[config.mk]
export PLATFORM = sky130hd
export DESIGN_NAME = hd44780_lcd_ctrl_flat
export DESIGN_NICKNAME = d
export VERILOG_FILES = /design/src/rtl/hd44780_lcd_ctrl_if.sv /design/src/rtl/hd44780_lcd_ctrl.sv /design/src/flat_wrapper.sv
export SDC_FILE = /design/constraint.sdc
export NUM_CORES = 1
export LEC_CHECK = 0
export CAP_MARGIN = 30
export CORE_MARGIN = 2
export CORE_UTILIZATION = 35
export CTS_BUF_LIST = sky130_fd_sc_hd__clkbuf_8
export CTS_CLUSTER_SIZE = 28
export DETAILED_ROUTE_END_ITERATION = 8
export SLEW_MARGIN = 15
export SYNTH_ARGS = -nofsm -noshare
export SYNTH_HDL_FRONTEND = slang
export SYNTH_SLANG_ARGS = --single-unit
[constraint.sdc]
create_clock -name clk -period 4.21 [get_ports clk]
set_input_delay 0.421 -clock clk [delete_from_list [all_inputs] [get_ports clk]]
set_output_delay 0.421 -clock clk [all_outputs]
set_load 0.01 [all_outputs]
[src/rtl/hd44780_lcd_ctrl_if.sv]
// rtl/hd44780_lcd_ctrl_if.sv - request/completion port of the HD44780 LCD controller
interface hd44780_lcd_ctrl_if;
  logic       req_valid;
  logic [1:0] req_op;
  logic [7:0] req_data;
  logic       req_ready;
  logic       done;

  modport master (output req_valid, req_op, req_data, input req_ready, done);
  modport slave  (input req_valid, req_op, req_data, output req_ready, done);
endinterface

[src/rtl/hd44780_lcd_ctrl.sv]
// rtl/hd44780_lcd_ctrl.sv - 4-bit HD44780 LCD controller: timed init, cursor tracking with wrap,
// newline/clear/raw commands behind a valid/ready request port.
module hd44780_lcd_ctrl #(
  parameter int CLK_HZ      = 200000000,
  parameter int TICK_HZ     = 40000,
  parameter int COLS        = 16,
  parameter int ROWS        = 2,
  parameter int PWRUP_TICKS = 800,
  parameter int EXEC_TICKS  = 2,
  parameter int CLEAR_TICKS = 80
) (
  input  logic                 clk,
  input  logic                 rst,
  hd44780_lcd_ctrl_if.slave    req,
  input  logic                 bl_en,
  output logic [3:0]           lcd_data,
  output logic                 lcd_rs,
  output logic                 lcd_en,
  output logic                 lcd_bl,
  output logic [1:0]           cursor_row,
  output logic [7:0]           cursor_col
);

  localparam int          DIV      = CLK_HZ / TICK_HZ;
  localparam logic [31:0] DIV_M1   = 32'(DIV - 1);
  localparam logic [31:0] PWRUP_M1 = 32'(PWRUP_TICKS - 1);
  localparam logic [31:0] EXEC_M1  = 32'(EXEC_TICKS - 1);
  localparam logic [31:0] CLEAR_M1 = 32'(CLEAR_TICKS - 1);
  localparam logic [7:0]  COLS8    = 8'(COLS);
  localparam logic [1:0]  ROWS_M1  = 2'(ROWS - 1);

  typedef enum logic [2:0] {
    S_PWRUP, S_INIT_NIB, S_INIT_BYTE, S_IDLE, S_ADDR, S_BYTE, S_WAIT
  } state_t;

  state_t      state_q, state_d, ret_q, ret_d;
  logic [2:0]  ph_q, ph_d;
  logic [31:0] wcnt_q, wcnt_d, div_q, div_d;
  logic [7:0]  byte_q, byte_d, char_q, char_d, col_q, col_d;
  logic        rs_q, rs_d, pend_q, pend_d;
  logic [1:0]  idx_q, idx_d, row_q, row_d;
  logic [3:0]  data_q, data_d;
  logic        en_q, en_d, lrs_q, lrs_d, bl_q, ready_q, ready_d, done_q, done_d;

  logic        tick, accept, long_wait, l_go, l_rs;
  state_t      l_state;
  logic [7:0]  l_byte;
  logic [2:0]  last_ph, nxt_ph;
  logic [1:0]  row_next;

  function automatic logic [7:0] row_addr(input logic [1:0] r);
    case (r)
      2'd0: row_addr = 8'h80;
      2'd1: row_addr = 8'hC0;
      2'd2: row_addr = 8'h80 | COLS8;
      default: row_addr = 8'h80 | (8'h40 + COLS8);
    endcase
  endfunction

  function automatic logic [7:0] init_cmd(input logic [1:0] i);
    case (i)
      2'd0: init_cmd = (ROWS == 1) ? 8'h20 : 8'h28;
      2'd1: init_cmd = 8'h0C;
      2'd2: init_cmd = 8'h06;
      default: init_cmd = 8'h01;
    endcase
  endfunction

  assign tick      = (div_q == DIV_M1);
  assign accept    = req.req_valid && ready_q;
  assign long_wait = !rs_q && (byte_q == 8'h01 || byte_q == 8'h02);
  assign last_ph   = (state_q == S_INIT_NIB) ? 3'd2 : 3'd5;
  assign nxt_ph    = ph_q + 3'd1;
  assign row_next  = (row_q == ROWS_M1) ? 2'd0 : row_q + 2'd1;

  always_comb begin
    state_d = state_q;  ret_d  = ret_q;   ph_d   = ph_q;   wcnt_d = wcnt_q;
    byte_d  = byte_q;   char_d = char_q;  col_d  = col_q;  row_d  = row_q;
    rs_d    = rs_q;     pend_d = pend_q;  idx_d  = idx_q;  data_d = data_q;
    en_d    = en_q;     lrs_d  = lrs_q;   ready_d = ready_q;
    done_d  = 1'b0;
    div_d   = (accept || tick) ? 32'd0 : div_q + 32'd1;
    l_go = 1'b0; l_state = S_BYTE; l_byte = 8'h00; l_rs = 1'b0;

    case (state_q)
      S_PWRUP: if (tick) begin
        if (wcnt_q == 32'd0) begin
          l_go = 1'b1; l_state = S_INIT_NIB; l_byte = 8'h30; idx_d = 2'd0;
        end else begin
          wcnt_d = wcnt_q - 32'd1;
        end
      end
      S_INIT_NIB, S_INIT_BYTE, S_ADDR, S_BYTE: if (tick) begin
        if (ph_q == last_ph) begin
          state_d = S_WAIT;
          ret_d   = state_q;
          wcnt_d  = long_wait ? CLEAR_M1 : EXEC_M1;
          en_d    = 1'b0;
        end else begin
          // phases 1 and 4 are the strobes; the nibble stays put through HOLD
          ph_d   = nxt_ph;
          en_d   = (nxt_ph == 3'd1) || (nxt_ph == 3'd4);
          data_d = (nxt_ph < 3'd3) ? byte_q[7:4] : byte_q[3:0];
        end
      end
      S_WAIT: if (tick) begin
        if (wcnt_q != 32'd0) begin
          wcnt_d = wcnt_q - 32'd1;
        end else begin
          case (ret_q)
            S_INIT_NIB: begin
              l_go = 1'b1;
              if (idx_q == 2'd3) begin
                l_state = S_INIT_BYTE; l_byte = init_cmd(2'd0); idx_d = 2'd0;
              end else begin
                l_state = S_INIT_NIB; l_byte = (idx_q == 2'd2) ? 8'h20 : 8'h30;
                idx_d = idx_q + 2'd1;
              end
            end
            S_INIT_BYTE: begin
              if (idx_q == 2'd3) begin
                state_d = S_IDLE; ready_d = 1'b1;
              end else begin
                l_go = 1'b1; l_state = S_INIT_BYTE; l_byte = init_cmd(idx_q + 2'd1);
                idx_d = idx_q + 2'd1;
              end
            end
            S_ADDR: begin
              if (pend_q) begin
                // wrap address is out; now the deferred character lands at col 0
                pend_d = 1'b0; col_d = 8'd1;
                l_go = 1'b1; l_state = S_BYTE; l_byte = char_q; l_rs = 1'b1;
              end else begin
                state_d = S_IDLE; ready_d = 1'b1; done_d = 1'b1;
              end
            end
            default: begin
              state_d = S_IDLE; ready_d = 1'b1; done_d = 1'b1;
            end
          endcase
        end
      end
      S_IDLE: if (accept) begin
        ready_d = 1'b0;
        l_go    = 1'b1;
        case (req.req_op)
          2'd0: begin
            if (col_q == COLS8) begin
              row_d = row_next; col_d = 8'd0; char_d = req.req_data; pend_d = 1'b1;
              l_state = S_ADDR; l_byte = row_addr(row_next);
            end else begin
              col_d = col_q + 8'd1; l_state = S_BYTE; l_byte = req.req_data; l_rs = 1'b1;
            end
          end
          2'd1: begin
            row_d = row_next; col_d = 8'd0; pend_d = 1'b0;
            l_state = S_ADDR; l_byte = row_addr(row_next);
          end
          2'd2: begin
            row_d = 2'd0; col_d = 8'd0; l_state = S_BYTE; l_byte = 8'h01;
          end
          default: begin
            l_state = S_BYTE; l_byte = req.req_data;
          end
        endcase
      end
      default: state_d = S_PWRUP;
    endcase

    if (l_go) begin
      state_d = l_state; byte_d = l_byte; rs_d = l_rs; ph_d = 3'd0;
      data_d  = l_byte[7:4]; lrs_d = l_rs; en_d = 1'b0;
    end
  end

  always_ff @(posedge clk) begin
    if (rst) begin
      state_q <= S_PWRUP;  ret_q  <= S_IDLE; ph_q   <= 3'd0;  wcnt_q <= PWRUP_M1;
      div_q   <= 32'd0;    byte_q <= 8'h00;  char_q <= 8'h00; col_q  <= 8'd0;
      row_q   <= 2'd0;     rs_q   <= 1'b0;   pend_q <= 1'b0;  idx_q  <= 2'd0;
      data_q  <= 4'h0;     en_q   <= 1'b0;   lrs_q  <= 1'b0;  bl_q   <= 1'b0;
      ready_q <= 1'b0;     done_q <= 1'b0;
    end else begin
      state_q <= state_d;  ret_q  <= ret_d;  ph_q   <= ph_d;   wcnt_q <= wcnt_d;
      div_q   <= div_d;    byte_q <= byte_d; char_q <= char_d; col_q  <= col_d;
      row_q   <= row_d;    rs_q   <= rs_d;   pend_q <= pend_d; idx_q  <= idx_d;
      data_q  <= data_d;   en_q   <= en_d;   lrs_q  <= lrs_d;  bl_q   <= bl_en;
      ready_q <= ready_d;  done_q <= done_d;
    end
  end

  assign req.req_ready = ready_q;
  assign req.done      = done_q;
  assign lcd_data      = data_q;
  assign lcd_rs        = lrs_q;
  assign lcd_en        = en_q;
  assign lcd_bl        = bl_q;
  assign cursor_row    = row_q;
  assign cursor_col    = col_q;

endmodule

[src/flat_wrapper.sv]
// flat-port wrapper written by rule: the top's interface ports become plain ports
module hd44780_lcd_ctrl_flat 
#(
  parameter int CLK_HZ      = 200000000,
  parameter int TICK_HZ     = 40000,
  parameter int COLS        = 16,
  parameter int ROWS        = 2,
  parameter int PWRUP_TICKS = 800,
  parameter int EXEC_TICKS  = 2,
  parameter int CLEAR_TICKS = 80
)
  (clk, rst, bl_en, lcd_data, lcd_rs, lcd_en, lcd_bl, cursor_row, cursor_col, req_req_valid, req_req_op, req_req_data, req_req_ready, req_done);
  hd44780_lcd_ctrl_if req_i ();
  input  logic clk;
  input  logic rst;
  input  logic bl_en;
  output logic [3:0] lcd_data;
  output logic lcd_rs;
  output logic lcd_en;
  output logic lcd_bl;
  output logic [1:0] cursor_row;
  output logic [7:0] cursor_col;
  input wire logic [$bits(req_i.req_valid)-1:0] req_req_valid;
  input wire logic [$bits(req_i.req_op)-1:0] req_req_op;
  input wire logic [$bits(req_i.req_data)-1:0] req_req_data;
  output wire logic [$bits(req_i.req_ready)-1:0] req_req_ready;
  output wire logic [$bits(req_i.done)-1:0] req_done;
  assign req_i.req_valid = req_req_valid;
  assign req_i.req_op = req_req_op;
  assign req_i.req_data = req_req_data;
  assign req_req_ready = req_i.req_ready;
  assign req_done = req_i.done;
  hd44780_lcd_ctrl #(.CLK_HZ(CLK_HZ), .TICK_HZ(TICK_HZ), .COLS(COLS), .ROWS(ROWS), .PWRUP_TICKS(PWRUP_TICKS), .EXEC_TICKS(EXEC_TICKS), .CLEAR_TICKS(CLEAR_TICKS)) u_core (.clk(clk), .rst(rst), .req(req_i), .bl_en(bl_en), .lcd_data(lcd_data), .lcd_rs(lcd_rs), .lcd_en(lcd_en), .lcd_bl(lcd_bl), .cursor_row(cursor_row), .cursor_col(cursor_col));
endmodule
==> results.txt <==
Residual DRC -> 0
synthesized flop and latch total -> 111
status -> complete, no violations
Worst-path clk slew -> 0.10 ns
Global Route Usage Sum -> 16.1%
post-synth cell types -> 71
worst min path class -> in2reg
via count -> 5232
Die W -> 136 um
GRT Residual Overflow -> 0
power share of the combinational group -> 3.3%
clock tree buffer depth -> 2
nets@finish -> 772
Post-Syn Area per Cell -> 8.38 um^2
Fill cells -> 1806
Tmin final -> 3.19 ns
ys async rst share -> 0%
Netlist Area Pre-Place -> 6100 um^2
hold_sp -> rst
number of global-route vias before repair -> 4653
Max Freq -> 0.313 GHz
HPWL after DPL -> 10100 um
net switching power figure -> 416 uW
Int Pwr -> 1.43 mW
Final Setup Violations -> 0
power per cell area -> 271 nW/um^2
clock sinks -> 111
R2R setup slack -> 1.02 ns
Routed WL -> 14500 um
Yosys warnings -> 0
Synth Flop Type -> dfxtp_1
Ports -> 33
final cell count without fillers -> 969
worst slack at placement -> 1.08 ns
multi-input logic area -> 3650 um^2
Startpoint Class -> flip-flop
family with the most delay on the worst path -> simple AND/OR/NAND/NOR gates
hold-fix buffers at CTS -> 0
initial antenna violation count -> 0
Crit path arrival time -> 3.52 ns
Worst R2R Start -> u_core.state_q[1]$_SDFFE_PP0P_
worst-margin pin slew -> 0.937 ns
Initial DRC Count -> 316
relative slew slack -> 37.3%
Post-CTS Resized -> 0
crit end category -> flip-flop
unrepaired setup endpoints after global routing -> false
most frequent cells in the layout -> 111 x dfxtp_1, 88 x nor2_1, 50 x a21oi_1, 43 x nand2_1, 32 x nand3_1
Cells after Synth -> 727
FP Rows -> 48
commonest non-fill, non-tap cell in the layout -> dfxtp_1
CTS Root Cell -> clkbuf_8
H-tree depth -> 3
largest cells by area after synthesis -> dfxtp_1 36%, nor2_1 5.4%, a21oi_1 4.1%
Sw Ratio -> 22.6%
Clk pwr share -> 39.5%
final core occ -> 39.6%
average wire per standard cell -> 15.0 um
reg2reg path depth -> 6
number of diodes -> 0
Core Area -> 17200 um^2
Vias/cell -> 5.40
IO Port Bufs -> 32
dpl cells -> 954
final setup skew -> 0.0117 ns
Hold Path Stages -> 4
Skew-Pair Late Insertion Delay -> 0.40 ns
Post-CTS Setup Bufs -> 0
Syn Nets -> 759
Num CTS Buffers -> 9
CP cell instances -> nand3b_1 > o31a_1 > a211oi_2 > nand4_1 > or4_1 > a21oi_1
drt first pass iters -> 4
sequential area share after synthesis -> 36.5%
Fin Setup TNS -> 0 ns
Hold Vio Cnt, Final -> 0
layout cell share with drive strength beyond 1 -> 8.06%
WS Path Type -> reg2reg
Post-synth EDFFs -> 0
global placer's final weighted congestion -> 0.819
period utilization -> 75.8%
max incr delay on CP -> 0.64 ns
crit-path max FO -> 17
leakage -> 2.36 nW
Starting Density -> 35.5%
Die Area -> 18500 um^2
CTS tree -> built
Synth area leader -> dfxtp_1
Peak VDD IR -> 0.000166 V
CP max stage cell -> nand4_1
Syn-to-layout area delta -> 11.6%
max-slew violation count -> 0
placed cell area -> 6590 um^2
Sequential Area -> 2220 um^2
largest net degree at the start of global routing -> 48
Setup WS post-layout -> 1.02 ns
Worst Path Required -> 4.54 ns
hold path endpoint -> u_core.ret_q[0]$_SDFFE_PP1P_
Critical R2R Capture -> u_core.wcnt_q[27]$_SDFFE_PP0P_
final instance area -> 6800 um^2
first-pass GRT wire length -> 23600 um
Reg power frac -> 57.2%
Max Cap Viol -> 0
die height -> 136 um
Synth top area share -> 36.5%
CP Buf/Inv Count -> 0
number of routed nets with antenna violations -> 0
==> through the flow <==
step	power, mW	hold WS (ns)
after floorplan	1.11	0.418
after global placement	1.14	0.436
after detailed placement	1.14	0.454
after CTS	1.87	0.421
after global routing	1.91	0.439
final	1.84	0.446
==> cell families (layout without fill, tap and decap cells) <==
| family | count (synthesis) | after routing | share of synthesized area, % |
|---|---|---|---|
| and+or+nand+nor | 329 | 329 | 29.7 |
| AOI/OAI and AO/OA | 147 | 147 | 16.4 |
| DFF | 111 | 111 | 36.5 |
| buffers and inverters | 57 | 74 | 3.67 |
| xor gates and xnor gates | 39 | 39 | 5.60 |
| muxes | 26 | 26 | 4.39 |
| adders and majority gates | 18 | 18 | 3.69 |
==> final cells by class <==
cell class	instances	area share (%)
Timing Repair Buffer	36	5.08
Sequential cell	111	32.7
Inverter	23	1.27
Clock inverter	5	1.20
Multi-Input combinational cell	559	53.6
Clock buffer	10	2.02
Tap cell	225	4.14
==> synth_stat cells, types with 11 or more instances <==
library cell,instances
nor2_1,88
nand3_1,32
o21ai_0,30
nand2_1,43
xor2_1,28
or2_2,14
or4_1,16
nor4_1,21
xnor2_1,11
inv_1,23
nor3_1,20
a21oi_1,50
ha_1,18
nand4_1,24
clkbuf_1,25
o31ai_1,12
or3_1,15
dfxtp_1,111
mux2i_1,20
==> routing by layer <==
metal | vias to the layer above | track usage (%) | share of wire (%)
met2 | 74 | 24.9 | 45
li1 | 2695 | - | -
met5 | - | 0 | 0
met4 | 0 | 4.63 | 1.3
met3 | 12 | 3.77 | 3.2
met1 | 2451 | 22.3 | 51
==> worst max-delay path by stage <==
stage	cells past startpoint	end	slack, ns	startpoint
finish	6	u_core.wcnt_q[27]$_SDFFE_PP0P_	1.02	u_core.state_q[1]$_SDFFE_PP0P_
global route	6	u_core.wcnt_q[21]$_SDFFE_PP0P_	0.73	u_core.state_q[1]$_SDFFE_PP0P_
CTS	6	u_core.wcnt_q[27]$_SDFFE_PP0P_	1.03	u_core.state_q[1]$_SDFFE_PP0P_
detailed placement	6	u_core.wcnt_q[27]$_SDFFE_PP0P_	1.08	u_core.state_q[1]$_SDFFE_PP0P_
global placement	6	u_core.wcnt_q[21]$_SDFFE_PP0P_	1.23	u_core.state_q[1]$_SDFFE_PP0P_
floorplan	8	u_core.byte_q[1]$_SDFFE_PP0P_	1.75	u_core.wcnt_q[8]$_SDFFE_PP1P_
==> sequential cells by signal, summed over array words and instances (netlist names), 4 cells and up <==
register and count:
u_core.byte_q 8, u_core.wcnt_q 32, u_core.char_q 8, u_core.lcd_data 4, u_core.cursor_col 8, u_core.div_q 32
==> worst min-delay path, cell delays in order <==
cell and delay, ns:
buf_2 0.09, inv_1 0.03, buf_4 0.20, nand2_1 0.08
==> power groups by stage <==
| stage | clock network, mW | logic, mW | registers (mW) |
|---|---|---|---|
| floorplan | 0 | 0.0340 | 1.08 |
| global placement | 0 | 0.0609 | 1.08 |
| detailed placement | 0 | 0.0612 | 1.08 |
| CTS | 0.755 | 0.0614 | 1.05 |
| global route | 0.792 | 0.0665 | 1.06 |
| finish | 0.728 | 0.0606 | 1.05 |
(Power assumes the default switching activity.)
